`src/rtl/shift_pkg.sv`:
```
// Shared definitions for the multi-cycle shift sequencer: function codes, FSM states
// and the number of logarithmic stages.
package shift_pkg;

  localparam int unsigned STAGES = 5;

  localparam logic [5:0] SLL = 6'b000000;
  localparam logic [5:0] SRL = 6'b000010;
  localparam logic [5:0] SRA = 6'b000011;

  typedef enum logic [1:0] {
    StIdle,
    StShift,
    StDone
  } state_e;

  function automatic logic is_legal_op(input logic [5:0] op);
    return (op == SLL) || (op == SRL) || (op == SRA);
  endfunction

endpackage

```
`src/rtl/shift_stage.sv`:
```
// One stage of the logarithmic shifter: shifts by 2^k when enabled, with the
// fill selected by the function code.
module shift_stage
  import shift_pkg::*;
#(
  parameter int unsigned WIDTH   = 32,
  parameter int unsigned SHAMT_W = 5,
  parameter int unsigned KW      = 3
) (
  input  logic [WIDTH-1:0] i_value,
  input  logic [KW-1:0]    i_k,
  input  logic             i_en,
  input  logic [5:0]       i_op,
  output logic [WIDTH-1:0] o_value
);

  logic [SHAMT_W-1:0] w_dist;

  assign w_dist = SHAMT_W'(1) << i_k;

  // Apply the 2^k shift for this stage, or pass the value through.
  always_comb begin
    o_value = i_value;
    if (i_en) begin
      case (i_op)
        SLL:     o_value = i_value << w_dist;
        SRL:     o_value = i_value >> w_dist;
        SRA:     o_value = $signed(i_value) >>> w_dist;
        default: o_value = i_value;
      endcase
    end
  end

endmodule

```
`src/rtl/shift_sequencer.sv`:
```
// Multi-cycle shift controller: walks one binary shift stage per clock and
// returns the registered result with a done pulse.
// Optional early completion when the remaining amount bits are zero: SHIFT_EARLY_DONE_EN.
module shift_sequencer
  import shift_pkg::*;
#(
  parameter int unsigned WIDTH   = 32,
  parameter int unsigned SHAMT_W = STAGES
) (
  input  logic             clk,
  input  logic             reset,
  input  logic             start,
  input  logic [WIDTH-1:0] dataA,
  input  logic [WIDTH-1:0] dataB,
  input  logic [5:0]       Signal,
  output logic             busy,
  output logic             done,
  output logic             illegal,
  output logic [WIDTH-1:0] dataOut
);

  localparam int unsigned KW = (SHAMT_W > 1) ? $clog2(SHAMT_W) : 1;

  state_e             r_state, w_state_nxt;
  logic [WIDTH-1:0]   r_acc, w_acc_nxt;
  logic [SHAMT_W-1:0] r_amt, w_amt_nxt;
  logic [5:0]         r_op, w_op_nxt;
  logic [KW-1:0]      r_k, w_k_nxt;
  logic [WIDTH-1:0]   r_dout, w_dout_nxt;
  logic               r_illegal, w_illegal_nxt;

  logic [WIDTH-1:0]   w_stage_out;
  logic               w_last_stage;

  shift_stage #(
    .WIDTH   (WIDTH),
    .SHAMT_W (SHAMT_W),
    .KW      (KW)
  ) u_stage (
    .i_value (r_acc),
    .i_k     (r_k),
    .i_en    (r_amt[r_k]),
    .i_op    (r_op),
    .o_value (w_stage_out)
  );

`ifdef SHIFT_EARLY_DONE_EN
  // Finish as soon as no higher amount bits remain to be applied.
  assign w_last_stage = (r_k == KW'(SHAMT_W - 1)) || (((r_amt >> r_k) >> 1) == '0);
`else
  assign w_last_stage = (r_k == KW'(SHAMT_W - 1));
`endif

  // Next-state logic: accept in IDLE/DONE, one stage per cycle in SHIFT.
  always_comb begin
    w_state_nxt   = r_state;
    w_acc_nxt     = r_acc;
    w_amt_nxt     = r_amt;
    w_op_nxt      = r_op;
    w_k_nxt       = r_k;
    w_dout_nxt    = r_dout;
    w_illegal_nxt = 1'b0;
    unique case (r_state)
      StIdle, StDone: begin
        if (start) begin
          w_acc_nxt = dataA;
          w_amt_nxt = dataB[SHAMT_W-1:0];
          w_op_nxt  = Signal;
          w_k_nxt   = '0;
          if (is_legal_op(Signal)) begin
            w_state_nxt = StShift;
          end else begin
            // Unsupported code: echo the operand and flag it, no shift phase.
            w_state_nxt   = StDone;
            w_dout_nxt    = dataA;
            w_illegal_nxt = 1'b1;
          end
        end else begin
          w_state_nxt = StIdle;
        end
      end
      StShift: begin
        w_acc_nxt = w_stage_out;
        w_k_nxt   = r_k + KW'(1);
        if (w_last_stage) begin
          w_dout_nxt  = w_stage_out;
          w_state_nxt = StDone;
        end
      end
      default: w_state_nxt = StIdle;
    endcase
  end

  // State and datapath registers with synchronous reset.
  always_ff @(posedge clk) begin
    if (reset) begin
      r_state   <= StIdle;
      r_acc     <= '0;
      r_amt     <= '0;
      r_op      <= '0;
      r_k       <= '0;
      r_dout    <= '0;
      r_illegal <= 1'b0;
    end else begin
      r_state   <= w_state_nxt;
      r_acc     <= w_acc_nxt;
      r_amt     <= w_amt_nxt;
      r_op      <= w_op_nxt;
      r_k       <= w_k_nxt;
      r_dout    <= w_dout_nxt;
      r_illegal <= w_illegal_nxt;
    end
  end

  assign busy    = (r_state == StShift);
  assign done    = (r_state == StDone);
  assign illegal = r_illegal;
  assign dataOut = r_dout;

endmodule

```
`config.mk`:
```
export PLATFORM = sky130hd
export DESIGN_NAME = shift_sequencer
export DESIGN_NICKNAME = d
export VERILOG_FILES = /design/src/rtl/shift_pkg.sv /design/src/rtl/shift_stage.sv /design/src/rtl/shift_sequencer.sv
export SDC_FILE = /design/constraint.sdc
export NUM_CORES = 1
export LEC_CHECK = 0
export BUFFER_PORTS_ARGS = -buffer_cell sky130_fd_sc_hd__buf_4
export CORE_MARGIN = 1
export CORE_UTILIZATION = 30
export CTS_CLUSTER_DIAMETER = 100
export DETAILED_ROUTE_END_ITERATION = 8
export PLACE_DENSITY_LB_ADDON = 0.08
export SLEW_MARGIN = 20
export SYNTH_ARGS = -nofsm -noshare
export SYNTH_HDL_FRONTEND = slang
export SYNTH_SLANG_ARGS = --single-unit
```
`constraint.sdc`:
```
create_clock -name clk -period 6.9 [get_ports clk]
set_input_delay 0 -clock clk [delete_from_list [all_inputs] [get_ports clk]]
set_output_delay 0 -clock clk [all_outputs]
set_load 0.05 [all_outputs]
```
; Yosys cells after proc, flatten, opt, wreduce, memory -nomap -nowiden
; Cells that the tools add are included.
[op_classes]
magnitude_cmp = 1
bitwise = 2
n_mux = 17
shift = 4
eq_ne = 10
n_reduce_logical = 11
n_addsub = 1
[ops]
columns = op, count
row1 = $mux 32, 5
row2 = $pmux 32 s2, 2
row3 = $pmux 32 s3, 1
row4 = $shl 32x5->32, 1
row5 = $shr 32x5->32, 1
row6 = $sshr 32x5->32, 1
row7 = $eq 6x2->1 const B, 4
row8 = $logic_not 6->1, 2
row9 = $mux 2, 3
row10 = $pmux 3 s2, 1
row11 = $shl 1x3->5 const A, 1
row12 = $lt 3x4->1 const B, 1
row13 = $ne 2x2->1 const B, 2
row14 = $pmux 2 s2, 1
row15 = $reduce_and 2->1, 2
row16 = $reduce_and 4->1, 1
row17 = $add 3x1->3 const B, 1
row18 = $bmux 1 s3, 1
row19 = $eq 3x3->1 const B, 1
row20 = $mux 3, 1
row21 = $reduce_or 3->1, 1
row22 = $eq 2x1->1 const B, 1
row23 = $eq 2x2->1 const B, 1
row24 = $logic_not 2->1, 1
row25 = 6 further kinds, 9
[word_totals]
in_bits = 73
regBits = 81
output_inout_bits = 35
elab_cells = 53

; Logic depth before layout (Yosys ltp)
; Gate-level depths: netlist of the first run.
[logic_depth]
ltp_word = 6
depth_mapped = 14
mapped_depth_nobuf = 9

; By module
; Synthesis of the first run repeated with hierarchy kept, for this count alone.
[hier_totals]
hier_cells = 1003
hier_area_um2 = 7209.4
[modules_own_cells]
columns = module, seq_area_each_um2, cells_each, area_per_inst_um2, instances
row1 = shift_sequencer, 1621.6, 453, 3656.0, 1
row2 = shift_stage, 0.0, 550, 3553.4, 1

; Worst setup path after synthesis of the first run
; OpenSTA, ideal clock, no wires.
[synth_timing]
kind = flip-flop to flip-flop
start = reg r_k[2]
end = reg r_acc[14]
period_less_slack_ns = 2.827
arrival_ns = 2.711
n_path_buf = 7
path_slack_ns = 4.073
stages_incl_launch_ff = 13
required_ns = 6.784
setup_ns = 0.116
path_cell_list = dfxtp_1 > buf_2 > inv_1 > buf_2 > buf_2 > ha_1 > clkbuf_1 > clkbuf_1 > clkbuf_1 > clkbuf_1 > mux2i_1 > o221ai_1 > a31o_2
[synth_via]
elab_chain_cells = 5
elab_cells_between_ends = 9
cone_classes = shift (4) / mux (5)
[synth_rtl]
columns = item, line_no
row1 = from (decl), shift_sequencer.sv:28  ; logic [KW-1:0] r_k, w_k_nxt;
row2 = from (signal assigned), shift_sequencer.sv:109  ; r_k <= w_k_nxt;
row3 = $shl 1x3->5, shift_stage.sv:19  ; assign w_dist = SHAMT_W'(1) << i_k;
row4 = $sshr 32x5->32 (tied with other cells), shift_stage.sv:28  ; SRA: o_value = $signed(i_value) >>> w_dist;
row5 = $pmux 32 s3, shift_stage.sv:25  ; case (i_op)
row6 = $mux 32 *, shift_stage.sv:24  ; if (i_en) begin
row7 = $pmux 32 s2 *, shift_sequencer.sv:63  ; unique case (r_state)
row8 = to (signal assigned), shift_sequencer.sv:106  ; r_acc <= w_acc_nxt;
row9 = to (decl), shift_sequencer.sv:25  ; logic [WIDTH-1:0] r_acc, w_acc_nxt;
; Every way passes the cells marked *; elsewhere a longest branch is shown, timed or not. The select of a mux whose other input is x is not followed.
; A chain may end at the register's enable or synchronous reset.

; Worst setup path after layout of the first run
[layout_timing]
start = reg r_k[0]
end = reg r_dout[30], in the netlist dataOut[30]
[layout_via]
elab_chain_cells = 6
elab_cells_between_ends = 13
cone_classes = eq/ne (2) / shift (4) / mux (6) / reduce/logical (1)
[layout_rtl]
columns = item, line_no
row1 = $shl 1x3->5, shift_stage.sv:19
row2 = $sshr 32x5->32 (tied with other cells), shift_stage.sv:28
row3 = $pmux 32 s3, shift_stage.sv:25
row4 = $mux 32, shift_stage.sv:24
row5 = $mux 32, shift_sequencer.sv:85  ; if (w_last_stage) begin
row6 = $pmux 32 s2, shift_sequencer.sv:63
row7 = to (signal assigned), shift_sequencer.sv:110  ; r_dout <= w_dout_nxt;
row8 = to (decl), shift_sequencer.sv:29  ; logic [WIDTH-1:0] r_dout, w_dout_nxt;
; Several ways; a longest one is shown, not always the timed one. The select of a mux whose other input is x is not followed.

==> flow_summary.toml, run 1 <==
[grt]
track_usage_pct = 34.5
grt_first_pass_wirelength_mm = 76.7
gr-total-overflow = 0
grt_pass1_vias = 10500
grt_max_degree = 80
antenna_found_initial = 0

[cts]
cts-root-buf = "clkbuf_16"
post_cts_buffers = 0
cts.sinks = 81
cts_resized = 0
path_clk_slew_ns = 0.08
cts_tree = "built"
worstSkewPairLatency_ns = 0.36
htreeDepth = 3
cts_buffers = 9
cts_buffer_depth = 2

[power_and_ir_drop]
vdd_ir_drop_max_mv = 0.0961
p_int_uw = 913
leakagePower_uw = 0.00375
switching_share_pct = 40.2
p_sw_uw = 614
pwr-share-clk_pct = 32.6
seqPwrFrac_pct = 36.9
powerDensity_nw_per_um2 = 149
p_comb_share_pct = 30.6

[synth]
yosysMostFrequentCell = "nand2_1"
synth-warning-count = 0
async_reset_ff_share_pct = 0
syn_avg_cell_area_um2 = 7.26
synth_area_leaders = "dfxtp_1 (18%), nand2_1 (6.2%), mux2_2 (4.9%)"
synth_top_cell_by_area = "dfxtp_1"
ys_seq_area_share_pct = 18.2
yosysUniqueCellTypes = 99
syn_area_um2 = 8890
synthMuxAreaShare_pct = 12.0
synth_common_cells = "nand2_1 (146), nor2_1 (116), clkbuf_1 (90), dfxtp_1 (81), a21oi_1 (74)"
synth_top_family_by_area = "compound AO/OA/AOI/OAI gates"
synth_ff_type = "dfxtp_1"
synth_cells = 1226
synth_edf_count = 0
synth-xor-area-share_pct = 0
ys_ff_latch = 81
synth-simple-area-share_pct = 23.4
synth-compound-area-share_pct = 36.8
yosys.area.top_type_share_pct = 18.2
synth_nets = 1304
synth-adder-area-share_pct = 0.703

[final_layout]
instances_no_fill = 1635
antenna_cells = 0
drive_gt1_share_pct = 18.2
syn_to_final_growth_pct = 15.3
fin_nets = 1324

[critical_path]
worstPathArrival_ns = 4.80
worst-setup-path-type = "flop to flop"
cp-end-kind = "flop"
crit_required_ns = 7.17
cp_max_fo = 61
crit_path_start_kind = "flop"

[run]
cap_violations = 0

[place]
place.port_buffers = 80
dp_cells = 1580
place_congestion = 1.02
place_ws_ns = 2.58
dp.final_hpwl_mm = 37.7

[detailed_routing]
wl_per_cell_um = 32.4
drtAntennaViolNets = 0
viasPerCell = 6.76
vias = 11000
drcViolationCount = 0
firstDrtPassIters = 6
drtIter0Drc = 1418
routed_wl_mm = 53.0

[sta]
tightestPinTransition_ns = 1.13
setup-tns-final_ns = 0
worst_slack_ns = 2.37
rsz0062_at_grt = "false"
period_share_pct = 65.6
max_freq_ghz = 0.221
relSlewSlack_pct = 23.4
finalCriticalPeriod_ns = 4.53
fin_skew_ns = 0.0206
hold_violations = 0
setup_viol = 0
final_max_slew_viol_count = 0

[die]
rows = 62
die_area_um2 = 30300
start_util_pct = 30.7
fp.dieW_um = 174
io_pins = 108
design.core.area_um2 = 28900
die_h_um = 174

[run_status]
run_status = "finished clean"

[min_path]
hp-class = "primary input to flop"
[cells by family after synthesis]
logic type                 after synthesis
AOI/OAI and AO/OA                      456
and+or+nand+nor                        431
buffers and inverters                  166
muxes                                   87
DFF                                     81
adders and majority gates                5
[layout make-up]
| class | instances | area [um^2] |
|---|---|---|
| inverters | 17 | 63.8 |
| clock inverters | 7 | 62.6 |
| flip-flops and latches | 81 | 1620 |
| repair buffers | 158 | 1280 |
| fillers | 3165 | 18700 |
| clock buffers | 9 | 225 |
| multi-input cells | 979 | 6520 |
| well taps | 384 | 480 |
[placed cells by master, fill, tap and decap left out, types with 10 or more instances in the layout]
cell type | Yosys | final
a211oi_1 | 41 | 41
mux2i_1 | 34 | 34
a221oi_1 | 13 | 13
o221ai_1 | 25 | 25
dlygate4sd3_1 | 0 | 39
inv_1 | 16 | 16
nand2_1 | 146 | 146
nor3_1 | 36 | 35
nor2b_1 | 14 | 13
o31ai_1 | 10 | 10
a21oi_1 | 74 | 74
and3_1 | 11 | 11
nor2_1 | 116 | 115
dfxtp_1 | 81 | 80
o211ai_1 | 20 | 20
o21ai_0 | 64 | 64
nor4_1 | 13 | 12
mux2_2 | 39 | 39
or3_1 | 10 | 10
a31oi_1 | 16 | 16
buf_4 | 12 | 119
mux4_2 | 11 | 11
nand3_1 | 20 | 20
o22ai_1 | 43 | 43
a22oi_1 | 19 | 19
[path summary, 6_finish.rpt]
kind	start	to	slack, ns	depth (start not counted)
max	r_k[0]$_SDFFE_PP0P_	dataOut[30]$_SDFFE_PP0P_	2.37	9
min	dataA[21]	r_acc[21]$_SDFFE_PP0P_	0.02	3
max reg2reg	r_k[0]$_SDFFE_PP0P_	dataOut[30]$_SDFFE_PP0P_	2.37	9
min reg2reg	r_amt[2]$_SDFFE_PP0P_	r_amt[2]$_SDFFE_PP0P_	0.46	2
[registers in the layout, indices dropped and copies added (netlist names)]
register	flops
dataOut	32
r_acc	32
r_op	6
r_amt	5
r_k	3
r_state	2
illegal	1
[layer usage]
metal / global-route usage (%) / wire [um] / part of all wire, %
met1: 48.1 / 23100 / 44
met3: 6.32 / 4720 / 8.9
met2: 51.8 / 22900 / 43
met5: 0 / 0 / 0
met4: 14.3 / 2330 / 4.4
[power by group through the flow]
stage | Clock, uW | Combinational [uW] | Sequential [uW]
global placement | 0 | 439 | 571
CTS | 512 | 455 | 558
detailed placement | 0 | 436 | 569
floorplan | 0 | 248 | 570
global route | 527 | 489 | 565
finish | 497 | 467 | 563
[per-stage QoR]
step	util (%)	area (um^2)	hold slack [ns]	power [uW]
6_report	35.5	10300	0.0177	1530
5_1_grt	35.5	10300	0.0212	1580
4_1_cts	35.5	10300	0.00604	1520
3_5_place_dp	33.1	9580	0.261	1000
3_3_place_gp	33.1	9580	0.255	1010
2_1_floorplan	-	8890	0.136	818
[critical path, stage by stage (launching register included)]
cell	delay, ns
dfxtp_1	0.36
inv_1	0.24
ha_4	0.70
or3_1	0.74
nand2_1	0.59
a221oi_2	0.77
mux2_2	0.28
a221oi_1	0.10
or3_1	0.37
a211oi_1	0.25
[what timing repair did]
action,4_1_cts,5_1_grt
hold buffers,39,0
hold endpoints to repair,51,0
endpoints found under the setup margin,0,0
(Power assumes the default switching activity.)
==> run 2, diff against run 1 <==
==> constraint.sdc (replaced) <==
create_clock -name clk -period 4 [get_ports clk]
set_input_delay 0 -clock clk [delete_from_list [all_inputs] [get_ports clk]]
set_output_delay 0 -clock clk [all_outputs]
set_load 0.05 [all_outputs]
==> flow_summary.toml, run 2 (same netlist as run 1, synthesis figures left out) <==
[run_status]
run_status = "finished clean"

[min_path]
hp-class = "primary input to flop"
worstHoldStart = "dataA[3]"
hold_depth = 3
hold_end = "r_acc[3]$_SDFFE_PP0P_"

[grt]
gr-total-overflow = 0
track_usage_pct = 35.4
antenna_found_initial = 2
grt_max_degree = 80
grt_first_pass_wirelength_mm = 78.4
grt_pass1_vias = 10500

[sta]
max_freq_ghz = 0.261
relSlewSlack_pct = 35.7
final_max_slew_viol_count = 0
period_share_pct = 95.7
rsz0062_at_grt = "false"
hold_violations = 0
fin_skew_ns = 0.0191
tightestPinTransition_ns = 0.958
finalCriticalPeriod_ns = 3.83
setup-tns-final_ns = 0
setup_viol = 0

[power_and_ir_drop]
p_sw_uw = 1080
vdd_ir_drop_max_mv = 0.178
seqPwrFrac_pct = 34.3
p_comb_share_pct = 30.4
p_int_uw = 1750
pwr-share-clk_pct = 35.3
leakagePower_uw = 0.00415
powerDensity_nw_per_um2 = 260
switching_share_pct = 38.2

[critical_path]
worstPathArrival_ns = 4.11
r2r-start = "r_k[0]$_SDFFE_PP0P_"
crit_required_ns = 4.28
worst-setup-path-type = "flop to flop"
crit_path_start_kind = "flop"
reg2reg_depth = 10
cp-end-kind = "flop"
reg2reg_slack_ns = 0.17
cp_max_fo = 14
r2r-end = "r_acc[31]$_SDFFE_PP0P_"

[place]
dp.final_hpwl_mm = 41.3
place_congestion = 1.00
dp_cells = 1656
place.port_buffers = 80

[die]
die_h_um = 174
io_pins = 108
rows = 62
start_util_pct = 30.7
fp.dieW_um = 174
die_area_um2 = 30300
design.core.area_um2 = 28900

[final_layout]
final_common_cell = "buf_4"
fin_nets = 1395
syn_to_final_growth_pct = 22.4
instances_no_fill = 1706
drive_gt1_share_pct = 22.9
antenna_cells = 0
fillCellCount = 3180
final_cell_mix = "buf_4 (190), nand2_1 (146), nor2_1 (115), dfxtp_1 (80), a21oi_1 (74)"

[cts]
htreeDepth = 3
cts_resized = 0
path_clk_slew_ns = 0.08
cts_tree = "built"
cts_buffers = 9
cts_buffer_depth = 2
cts.sinks = 81
cts-root-buf = "clkbuf_16"
worstSkewPairLatency_ns = 0.36

[detailed_routing]
drtIter0Drc = 1465
viasPerCell = 6.61
routed_wl_mm = 54.8
drcViolationCount = 0
drtAntennaViolNets = 0
wl_per_cell_um = 32.1
vias = 11300
firstDrtPassIters = 6

[run]
cap_violations = 0
## run 2: changes by cell type in the layout (fill, tap and decap cells not counted), moves of 2 or more
cell           previous run  this run
bufinv_16                 0         2
buf_12                    0         5
buf_4                   119       190
dlygate4sd3_1            39        34
## run 2: what timing repair did
item,CTS,global route
hold endpoints to repair,44,0
setup buffers,0,0
hold buffers,34,0
## run 2: layout make-up
cell class              count  area, um^2  area share [%]
flip-flops and latches     81        1620            14.9
inverters                  17        63.8           0.586
well taps                 384         480            4.41
clock inverters             6        96.3           0.885
clock buffers              10         239            2.20
multi-input cells         979        6520            59.9
repair buffers            229        1870            17.1
## run 2: per-stage QoR
stage / total power (uW) / util [%] / setup slack, ns / instance area, um^2 / hold slack [ns]
6_report: 2830 / 37.6 / 0.171 / 10900 / 0.00895
5_1_grt: 2900 / 37.6 / 0.0466 / 10900 / 0.0114
4_1_cts: 2810 / 37.6 / 0.282 / 10900 / 0.00605
3_5_place_dp: 1790 / 35.3 / 0.316 / 10200 / 0.261
3_3_place_gp: 1800 / 35.3 / 0.323 / 10200 / 0.260
2_1_floorplan: 1410 / - / 1.17 / 8890 / 0.136
## run 2: power by group through the flow
| stage | Sequential (uW) | Clock (uW) | Combinational [uW] |
|---|---|---|---|
| after floorplan | 983 | 0 | 427 |
| after global placement | 984 | 0 | 816 |
| after detailed placement | 982 | 0 | 811 |
| after CTS | 964 | 1010 | 841 |
| after global routing | 973 | 1030 | 897 |
| final | 971 | 999 | 861 |
## run 2: metal layers
layer | vias up | GRT usage, % | wire length (um)
li1 | 4911 | - | -
met1 | 5555 | 48.6 | 23700
met2 | 672 | 54.4 | 24000
met3 | 139 | 5.64 | 4500
met4 | 0 | 15.6 | 2570
met5 | - | 0 | 0
## run 2: worst max path at each step
stage / start / endpoint / slack, ns / cells past startpoint
after floorplan: r_k[2]$_SDFFE_PP0P_ / r_acc[14]$_SDFFE_PP0P_ / 1.17 / 12
after global placement: r_k[0]$_SDFFE_PP0P_ / dataOut[2]$_SDFFE_PP0P_ / 0.32 / 8
after detailed placement: r_k[0]$_SDFFE_PP0P_ / dataOut[30]$_SDFFE_PP0P_ / 0.32 / 9
after CTS: r_k[0]$_SDFFE_PP0P_ / dataOut[30]$_SDFFE_PP0P_ / 0.28 / 9
after global routing: r_k[0]$_SDFFE_PP0P_ / dataOut[30]$_SDFFE_PP0P_ / 0.05 / 9
final: r_k[0]$_SDFFE_PP0P_ / r_acc[31]$_SDFFE_PP0P_ / 0.17 / 10
## run 2: worst max-delay path, stage by stage (launching register included)
cell      delay [ns]
dfxtp_1         0.35
inv_1           0.24
ha_1            0.71
or3_1           0.57
a21oi_1         0.23
nor3_1          0.47
o22ai_1         0.21
nor4_1          0.48
a311oi_1        0.09
buf_4           0.18
a211oi_1        0.21
